### src/rtl/pc_sequencer_if.sv
// Control/status bundle for pc_sequencer.
// The master side (decoder or bench) drives the control flags; the slave side (sequencer) drives the status outputs.
interface pc_sequencer_if #(
   parameter int PCW   = 10,
   parameter int DEPTH = 4
);
   localparam int DW = $clog2(DEPTH) + 1;

   logic           start;
   logic           halt;
   logic           jump;
   logic           call;
   logic           ret;
   logic [PCW-1:0] target;
   logic [1:0]     stage;
   logic [PCW-1:0] pc;
   logic           running;
   logic           done;
   logic           stack_err;
   logic [DW-1:0]  depth;

   modport master (
      output start, halt, jump, call, ret, target,
      input  stage, pc, running, done, stack_err, depth
   );

   modport slave (
      input  start, halt, jump, call, ret, target,
      output stage, pc, running, done, stack_err, depth
   );
endinterface

### src/rtl/pc_sequencer.sv
// Four-phase instruction sequencer.
// Runs a program counter with jump, call and return, backed by a small register return stack.
module pc_sequencer #(
   parameter int PCW   = 10,
   parameter int DEPTH = 4
) (
   input  logic           clk,
   input  logic           reset,
   pc_sequencer_if.slave  bus
);
   localparam int AW = $clog2(DEPTH);
   localparam int DW = AW + 1;
   localparam logic [PCW-1:0] PC_ONE     = 1;
   localparam logic [DW-1:0]  DEPTH_ONE  = 1;
   localparam logic [DW-1:0]  DEPTH_FULL = DW'(DEPTH);
   localparam logic [AW-1:0]  IDX_ONE    = 1;

   typedef enum logic [1:0] {
      ST_FETCH = 2'b00,
      ST_EXEC  = 2'b01,
      ST_WB    = 2'b10,
      ST_PCU   = 2'b11
   } stage_t;

   stage_t         r_stage, w_stage_next;
   logic [PCW-1:0] r_pc, w_pc_next;
   logic           r_running, w_running_next;
   logic           r_done, w_done_next;
   logic           r_err, w_err_next;
   logic [DW-1:0]  r_depth, w_depth_next;
   logic           w_push;
   logic [PCW-1:0] r_stack [DEPTH];

   logic [PCW-1:0] w_pc_inc;
   logic [AW-1:0]  w_push_idx;
   logic [AW-1:0]  w_top_idx;
   logic [PCW-1:0] w_top;
   logic           w_full;
   logic           w_empty;

   assign w_pc_inc   = r_pc + PC_ONE;
   assign w_push_idx = r_depth[AW-1:0];
   // When full, the low index bits wrap to 0, so subtracting one still lands on the top entry.
   assign w_top_idx  = w_push_idx - IDX_ONE;
   assign w_top      = r_stack[w_top_idx];
   assign w_full     = (r_depth == DEPTH_FULL);
   assign w_empty    = (r_depth == '0);

   always_ff @(posedge clk or posedge reset) begin
      if (reset) begin
         r_stage   <= ST_FETCH;
         r_pc      <= '0;
         r_running <= 1'b0;
         r_done    <= 1'b0;
         r_err     <= 1'b0;
         r_depth   <= '0;
      end else begin
         r_stage   <= w_stage_next;
         r_pc      <= w_pc_next;
         r_running <= w_running_next;
         r_done    <= w_done_next;
         r_err     <= w_err_next;
         r_depth   <= w_depth_next;
      end
   end

   // Stack contents need no reset; depth alone decides which entries are valid.
   always_ff @(posedge clk) begin
      if (w_push) r_stack[w_push_idx] <= w_pc_inc;
   end

   always_comb begin
      w_stage_next   = r_stage;
      w_pc_next      = r_pc;
      w_running_next = r_running;
      w_done_next    = r_done;
      w_err_next     = r_err;
      w_depth_next   = r_depth;
      w_push         = 1'b0;
      if (!r_running) begin
         w_stage_next = ST_FETCH;
         if (bus.start) begin
            w_running_next = 1'b1;
            w_pc_next      = '0;
            w_depth_next   = '0;
            w_done_next    = 1'b0;
            w_err_next     = 1'b0;
         end
      end else begin
         case (r_stage)
            ST_FETCH: w_stage_next = ST_EXEC;
            ST_EXEC:  w_stage_next = ST_WB;
            ST_WB:    w_stage_next = ST_PCU;
            default: begin
               w_stage_next = ST_FETCH;
               // Halt outranks every transfer; ret/call act regardless of the jump flag.
               if (bus.halt) begin
                  w_running_next = 1'b0;
                  w_done_next    = 1'b1;
               end else if (bus.ret) begin
                  if (w_empty) begin
                     w_pc_next  = w_pc_inc;
                     w_err_next = 1'b1;
                  end else begin
                     w_pc_next    = w_top;
                     w_depth_next = r_depth - DEPTH_ONE;
                  end
               end else if (bus.call) begin
                  w_pc_next = bus.target;
                  if (w_full) begin
                     w_err_next = 1'b1;
                  end else begin
                     w_push       = 1'b1;
                     w_depth_next = r_depth + DEPTH_ONE;
                  end
               end else if (bus.jump) begin
                  w_pc_next = bus.target;
               end else begin
                  w_pc_next = w_pc_inc;
               end
            end
         endcase
      end
   end

   assign bus.stage     = r_stage;
   assign bus.pc        = r_pc;
   assign bus.running   = r_running;
   assign bus.done      = r_done;
   assign bus.stack_err = r_err;
   assign bus.depth     = r_depth;
endmodule

### src/flat_wrapper.sv
// flat-port wrapper written by rule: the top's interface ports become plain ports
module pc_sequencer_flat 
#(
   parameter int PCW   = 10,
   parameter int DEPTH = 4
)
  (clk, reset, bus_start, bus_halt, bus_jump, bus_call, bus_ret, bus_target, bus_stage, bus_pc, bus_running, bus_done, bus_stack_err, bus_depth);
  pc_sequencer_if #(.PCW(PCW), .DEPTH(DEPTH)) bus_i ();
  input  logic clk;
  input  logic reset;
  input wire logic [$bits(bus_i.start)-1:0] bus_start;
  input wire logic [$bits(bus_i.halt)-1:0] bus_halt;
  input wire logic [$bits(bus_i.jump)-1:0] bus_jump;
  input wire logic [$bits(bus_i.call)-1:0] bus_call;
  input wire logic [$bits(bus_i.ret)-1:0] bus_ret;
  input wire logic [$bits(bus_i.target)-1:0] bus_target;
  output wire logic [$bits(bus_i.stage)-1:0] bus_stage;
  output wire logic [$bits(bus_i.pc)-1:0] bus_pc;
  output wire logic [$bits(bus_i.running)-1:0] bus_running;
  output wire logic [$bits(bus_i.done)-1:0] bus_done;
  output wire logic [$bits(bus_i.stack_err)-1:0] bus_stack_err;
  output wire logic [$bits(bus_i.depth)-1:0] bus_depth;
  assign bus_i.start = bus_start;
  assign bus_i.halt = bus_halt;
  assign bus_i.jump = bus_jump;
  assign bus_i.call = bus_call;
  assign bus_i.ret = bus_ret;
  assign bus_i.target = bus_target;
  assign bus_stage = bus_i.stage;
  assign bus_pc = bus_i.pc;
  assign bus_running = bus_i.running;
  assign bus_done = bus_i.done;
  assign bus_stack_err = bus_i.stack_err;
  assign bus_depth = bus_i.depth;
  pc_sequencer #(.PCW(PCW), .DEPTH(DEPTH)) u_core (.clk(clk), .reset(reset), .bus(bus_i));
endmodule
### config.mk
export PLATFORM = sky130hd
export DESIGN_NAME = pc_sequencer_flat
export DESIGN_NICKNAME = d
export VERILOG_FILES = /design/src/rtl/pc_sequencer_if.sv /design/src/rtl/pc_sequencer.sv /design/src/flat_wrapper.sv
export SDC_FILE = /design/constraint.sdc
export NUM_CORES = 1
export LEC_CHECK = 0
export ABC_AREA = 1
export CAP_MARGIN = 20
export CORE_UTILIZATION = 30
export CTS_BUF_LIST = sky130_fd_sc_hd__clkbuf_16
export DETAILED_ROUTE_END_ITERATION = 8
export GPL_TIMING_DRIVEN = 1
export SYNTH_ARGS = -nofsm -noshare
export SYNTH_HDL_FRONTEND = slang
export SYNTH_SLANG_ARGS = --single-unit
### constraint.sdc
create_clock -name clk -period 2.1 [get_ports clk]
set_input_delay 0.315 -clock clk [delete_from_list [all_inputs] [get_ports clk]]
set_output_delay 0.315 -clock clk [all_outputs]
set_load 0.01 [all_outputs]
# ---- Word-level counts from Yosys, hierarchy flattened
# Memory sizes are Yosys's and may differ from the RTL's.
# Cells that the tools add are included.
dict set report word_totals {
  latchBits 0
  ramBits 40
  wordCells 71
  mem_count 1
  mem_bits_ro 0
  regBits 18
  input_bits 17
}
dict set report classes {
  shifts 0
  mux 41
  eq_ne 11
  mul 0
  reduce_logical 8
  add_sub_neg 4
  bitwise 0
  magnitude_cmp 0
  div_mod_pow 0
}
# name depth width rd rd_ports_with_merged_regs wr line_no
set memory_table {}
lappend memory_table {u_core.r_stack 4 10 1 0 1 pc_sequencer.sv:32} ;# logic [PCW-1:0] r_stack [DEPTH];
# op n
set ops {}
lappend ops {{$mux W10} 8}
lappend ops {{$mux W3} 8}
lappend ops {{$mux W1} 23}
lappend ops {{$ne A3 B3 Y1 const B} 5}
lappend ops {{$reduce_and A6 Y1} 2}
lappend ops {{$add A10 B1 Y10 const B} 1}
lappend ops {{$ne A2 B2 Y1 const B} 3}
lappend ops {{$pmux W2 S3} 1}
lappend ops {{$reduce_and A3 Y1} 2}
lappend ops {{$add A3 B1 Y3 const B} 1}
lappend ops {{$eq A3 B3 Y1 const B} 1}
lappend ops {{$logic_not A3 Y1} 1}
lappend ops {{$reduce_or A3 Y1} 1}
lappend ops {{$sub A3 B1 Y3 const B} 1}
lappend ops {{$eq A2 B1 Y1 const B} 1}
lappend ops {{$eq A2 B2 Y1 const B} 1}
lappend ops {{$logic_not A2 Y1} 1}
lappend ops {{$mux W2} 1}
lappend ops {{$reduce_bool A2 Y1} 1}
lappend ops {{$sub A2 B1 Y2 const B} 1}

# ---- Longest topological paths before layout
dict set report depth {
  depth_word 9
  ltp_mapped 11
}

# ---- Worst setup path before layout
# Ideal clock, no wire load.
dict set report synth_path {
  path_type {reg2reg}
  startpoint {register u_core.r_depth[0], in the netlist u_core.bus.depth[0]}
  endpoint {memory u_core.r_stack[2][0] (enable)}
  t_arrival_ns 1.717
  period_less_slack_ns 2.093
  path_buffers 1
  stages_incl_launch_ff 7
  required_time_ns 1.724
  setup_slack_ns 0.007
  path_cell_list {dfrtp_1 -> inv_1 -> buf_2 -> ha_1 -> inv_1 -> o2111ai_1 -> nor2_1}
}
dict set report synth_between {
  elab_chain_cells 9
}
# item line_no
set synth_rtl {}
lappend synth_rtl {{start: declaration} pc_sequencer.sv:30} ;# logic [DW-1:0] r_depth, w_depth_next;
lappend synth_rtl {{start signal: assignment} pc_sequencer.sv:63} ;# r_depth <= w_depth_next;
lappend synth_rtl {{$eq A3 B3 Y1} pc_sequencer.sv:46} ;# assign w_full = (r_depth == DEPTH_FULL);
lappend synth_rtl {{$mux W1} pc_sequencer.sv:110} ;# if (w_full) begin
lappend synth_rtl {{$mux W1} pc_sequencer.sv:108} ;# end else if (bus.call) begin
lappend synth_rtl {{$mux W1} pc_sequencer.sv:100} ;# end else if (bus.ret) begin
lappend synth_rtl {{$mux W1} pc_sequencer.sv:97} ;# if (bus.halt) begin
lappend synth_rtl {{$mux W1} pc_sequencer.sv:90} ;# case (r_stage)
lappend synth_rtl {{$mux W1} pc_sequencer.sv:80} ;# if (!r_running) begin
lappend synth_rtl {{$mux W1} pc_sequencer.sv:69} ;# if (w_push) r_stack[w_push_idx] <= w_pc_inc;
lappend synth_rtl {{$mux W1 (not written as such)} pc_sequencer.sv:69}
lappend synth_rtl {{end: declaration} pc_sequencer.sv:32}
# Parallel ways exist; a longest one is shown, timed or not.

# ---- Worst setup path after layout
dict set report layout_path {
  startpoint {register u_core.r_depth[1], in the netlist u_core.bus.depth[1]}
  endpoint {memory u_core.r_stack[1][6] (enable)}
}
# Same word-level chain as after synthesis.

==> results.md <==
Clock tree:
- The number of buffers inserted to repair setup after CTS is 0.
- The number of hold buffers added after CTS was 0.
- Counting the buffers created by CTS gives 9.
- The clock insertion delay at the later pin of the skew report is 0.33 ns.
- The clock passes through at most 2 buffers.
- The level count of the clock H-tree is 3.
- Gates resized during post-CTS repair numbered 0.
- After clock tree synthesis, the clock-pin slew on the worst setup and hold paths is 0.05 ns.
- The number of clock sinks seen by CTS is 58.
- TritonCTS built the clock tree.
- The master cell of the clock root buffer is clkbuf_16.

Power and ir drop:
- For this design the static power due to leakage is 0.00163 uW.
- For this design the total switching power over the nets is 2060 uW.
- The share of total power dissipated in combinational logic is 0.417.
- Across the VDD grid, the largest voltage drop is 0.785 mV.
- The clock network fraction of total power is 0.269.
- The sequential cell fraction of total power is 0.314.
- The total power of the final layout is 5300 uW.
- The fraction of power spent switching nets is 0.388.
- The design internal power is 3240 uW.
- The total power divided by cell area is 1380 nW/um^2.

Global route:
- The first-pass GRT wire length is 11900 microns.
- The pin count of the biggest net entering global routing is 25.
- The total congestion overflow is 0.
- The initial antenna violation count was 0.
- The overall global routing resource usage is 0.158.
- The via count of the first global-routing pass was 2274.

Yosys:
- The register bit count reported by yosys is 58.
- The net count after synthesis is 361.
- The async set-reset flop share out of synthesis is 0.310.
- Ranked by instance count, the synthesized netlist is headed by nand2_1, nand3_1, edfxtp_1.
- Yosys instantiated no cell more often than nand2_1.
- Of the post-synthesis cell area, the dominant cell type holds 0.403.
- The post-synthesis area per instance is 8.90 sq um.
- The number of different library cells used by synthesis comes to 26.
- Yosys mapped a number of flops with a built-in enable equal to 40.
- For this run, the number of Yosys warnings is 0.
- After synthesis, the cell types taking the most area are edfxtp_1, dfrtp_1, nand2_1, nand3_1, inv_1.
- The primary flip-flop cell chosen by synthesis mapping is edfxtp_1.
- The leading area contributor after synthesis is edfxtp_1.
- In this run the cell area of the synthesized design comes to 2980 sq um.
- After technology mapping, the gate count stands at 335.
- The sequential-to-total area share from yosys stat is 0.554.

Routing:
- The starting DRC count in detailed routing is 139.
- Summed over all layers, the routed wires come to 7430 microns.
- After detailed routing, the number of vias per cell comes to 4.62.
- For this run, design rule violations remaining after detail routing come to 0.
- The iteration count of the initial detailed-routing pass is 5.
- The post-detailed-route count of antenna-violating nets is 0.
- Dividing the detail-routed wire length by the instance count gives 14.2 microns.
- The via count of the routed design is 2410.

Critical path:
- The slowest library cell on the worst path is o2111ai_1.
- At the worst endpoint, the arrival time is 1.96 ns.
- The worst register-to-register path ends at u_core.r_stack[1][6]$_DFFE_PP_.
- The first element of the critical path is u_core.bus.depth[1]$_DFFE_PP0P_.
- For the worst setup path, the data required time is 2.18 ns.
- In this run the critical register-to-register path is launched from u_core.bus.depth[1]$_DFFE_PP0P_.
- The worst reg-to-reg setup slack is 0.22 ns.
- The type of element capturing the critical path is a register.
- The startpoint kind of the worst setup timing path is a register.
- By startpoint and endpoint, the worst setup path is classified as reg2reg.
- The critical path goes through inv_1 > ha_1 > inv_1 > o2111ai_1 > nor2_1 > buf_4.
- For this run, the slowest stage of the critical path takes 0.47 ns.
- The highest fanout seen on the critical path is 10.
- The number of cells on the worst reg-to-reg path is 6.
- The most numerous cell type found on the critical path is inv_1.

Placed design:
- The routability congestion estimate is 0.889.
- The final HPWL from detailed placement is 5440 microns.
- The placed instances occupy a cell area of 3540 sq um.
- At the placement stage, the worst setup path has a slack of -0.0103 ns.
- The number of port buffers is 34.

Finish:
- For this run, the share of the core covered by cells in the final layout is 0.396.
- Summing all multi-input logic gate instances after layout gives 1130 sq um.
- The number of filler instances in the final layout is 964.
- The final standard cell area without fillers is 3830 sq um.
- The final layout contains 410 nets.
- Compared with the post-synthesis result, the final layout area differs by 28.5%.
- The register area is 1650 sq um.
- The antenna diode count is 0.
- The share of layout cells above drive strength 1 is 0.0977.

Floorplan:
- Pin placement for this block handled 35 I/O pins.
- The die is 102 microns wide.
- The total area inside the core boundary comes to 9680 sq um.
- The initial utilization of the core area, before any placement, comes to 0.308.
- The site row count is 36.
- The vertical extent of the die is 102 microns.
- The floorplan step defined a die boundary enclosing 10300 sq um.

Timing:
- Static timing analysis puts the maximum clock frequency at 532 MHz.
- Across all hold checks on the routed design, the worst slack comes to 0.305 ns.
- The clock period minus final worst setup slack is 1.88 ns.
- The number of endpoints failing setup at the final stage is 0.
- Across the routed clock network, the largest skew measured is 0.00403 ns.
- The max-slew headroom at the worst pin is 0.634.
- The fraction of the cycle the final worst path needs is 0.896.
- The pin slew with the least headroom to its limit is 0.548 ns.
- The final-report hold violation count is 0.
- The minimum setup slack in the final design is 0.219 ns.
- Setup repair after global routing left no endpoint under its margin.
- The final max-slew violation count was 0.

Flow run:
- Across the run, the number of max-cap violations was 0.

Hold path:
- In this run the worst hold path is classified as in2async.

Outcome:
- The run finished with clean final reports.
[logic make-up after synthesis]
logic type / Yosys count / share of synthesized area
XOR/XNOR: 3 / 0.00882
buffers and inverters: 48 / 0.0668
adder cells (fa/ha/maj): 9 / 0.0403
AO/OA/AOI/OAI: 27 / 0.0483
AND/OR/NAND/NOR: 190 / 0.282
flip-flops: 58 / 0.554
[layout make-up]
cell class | count | area share
Multi-Input combinational cell | 229 | 0.295
Sequential cell | 58 | 0.431
Clock inverter | 7 | 0.0183
Inverter | 38 | 0.0372
Clock buffer | 9 | 0.0588
Timing Repair Buffer | 48 | 0.116
Tap cell | 133 | 0.0434
[per-stage QoR]
step / setup TNS (ns) / std cells
2_1_floorplan: 0 / 335
3_3_place_gp: 0 / 506
3_5_place_dp: -0.179 / 506
4_1_cts: 0 / 522
5_1_grt: 0 / 522
6_report: 0 / 522
[sequential cells by signal, indices dropped and copies added (netlist names)]
signal                cells
u_core.bus.depth          3
u_core.bus.done           1
u_core.bus.pc            10
u_core.bus.running        1
u_core.bus.stack_err      1
u_core.bus.stage          2
u_core.r_stack           40
[metal layers]
metal | part of all wire | global-route usage | up-vias
met5 | 0 | 0 | -
met4 | 0.021 | 0.0713 | 0
met3 | 0.052 | 0.0317 | 13
met2 | 0.45 | 0.241 | 87
met1 | 0.47 | 0.216 | 1111
li1 | - | - | 1199
[cells in the final DEF, fill, tap and decap left out]
cell type / instances
a21o_1: 1
a21oi_1: 11
and2_1: 3
and2_4: 1
buf_4: 14
bufinv_16: 1
clkbuf_16: 9
clkdlybuf4s50_1: 34
clkinv_1: 3
clkinv_2: 2
clkinvlp_4: 4
dfrtp_1: 18
edfxtp_1: 40
fa_1: 1
ha_1: 8
inv_1: 35
nand2_1: 99
nand2_2: 2
nand2_4: 1
nand3_1: 55
nand4_1: 2
nor2_1: 21
nor2_2: 1
nor2_4: 3
nor3_1: 2
o2111ai_1: 1
o21a_1: 1
o21ai_0: 13
xnor2_1: 2
xor2_1: 1
[power groups by stage]
| stage | logic (uW) | clock network (uW) | registers, uW |
|---|---|---|---|
| finish | 2210 | 1420 | 1660 |
| global route | 2440 | 1490 | 1690 |
| CTS | 2200 | 1440 | 1660 |
| detailed placement | 2190 | 0 | 1680 |
| global placement | 2160 | 0 | 1680 |
| floorplan | 1280 | 0 | 1720 |
[worst max-delay path, delay by kind of cell, from the launching register on]
family	cells	cell delay (ns)
DFF	1	0.44
and+or+nand+nor	1	0.10
adders and majority gates	1	0.21
AOI/OAI and AO/OA	1	0.47
buffers and inverters	3	0.41
[worst max path at each step]
stage	to	cells after the start
after global routing	u_core.bus.pc[5]$_DFFE_PP0P_	8
after CTS	u_core.r_stack[1][3]$_DFFE_PP_	6
after global placement	u_core.r_stack[3][6]$_DFFE_PP_	6
after detailed placement	u_core.r_stack[0][7]$_DFFE_PP_	6
final	u_core.r_stack[1][6]$_DFFE_PP_	6
after floorplan	u_core.r_stack[2][0]$_DFFE_PP_	6
No activity file was read; power rests on OpenSTA's default activity.
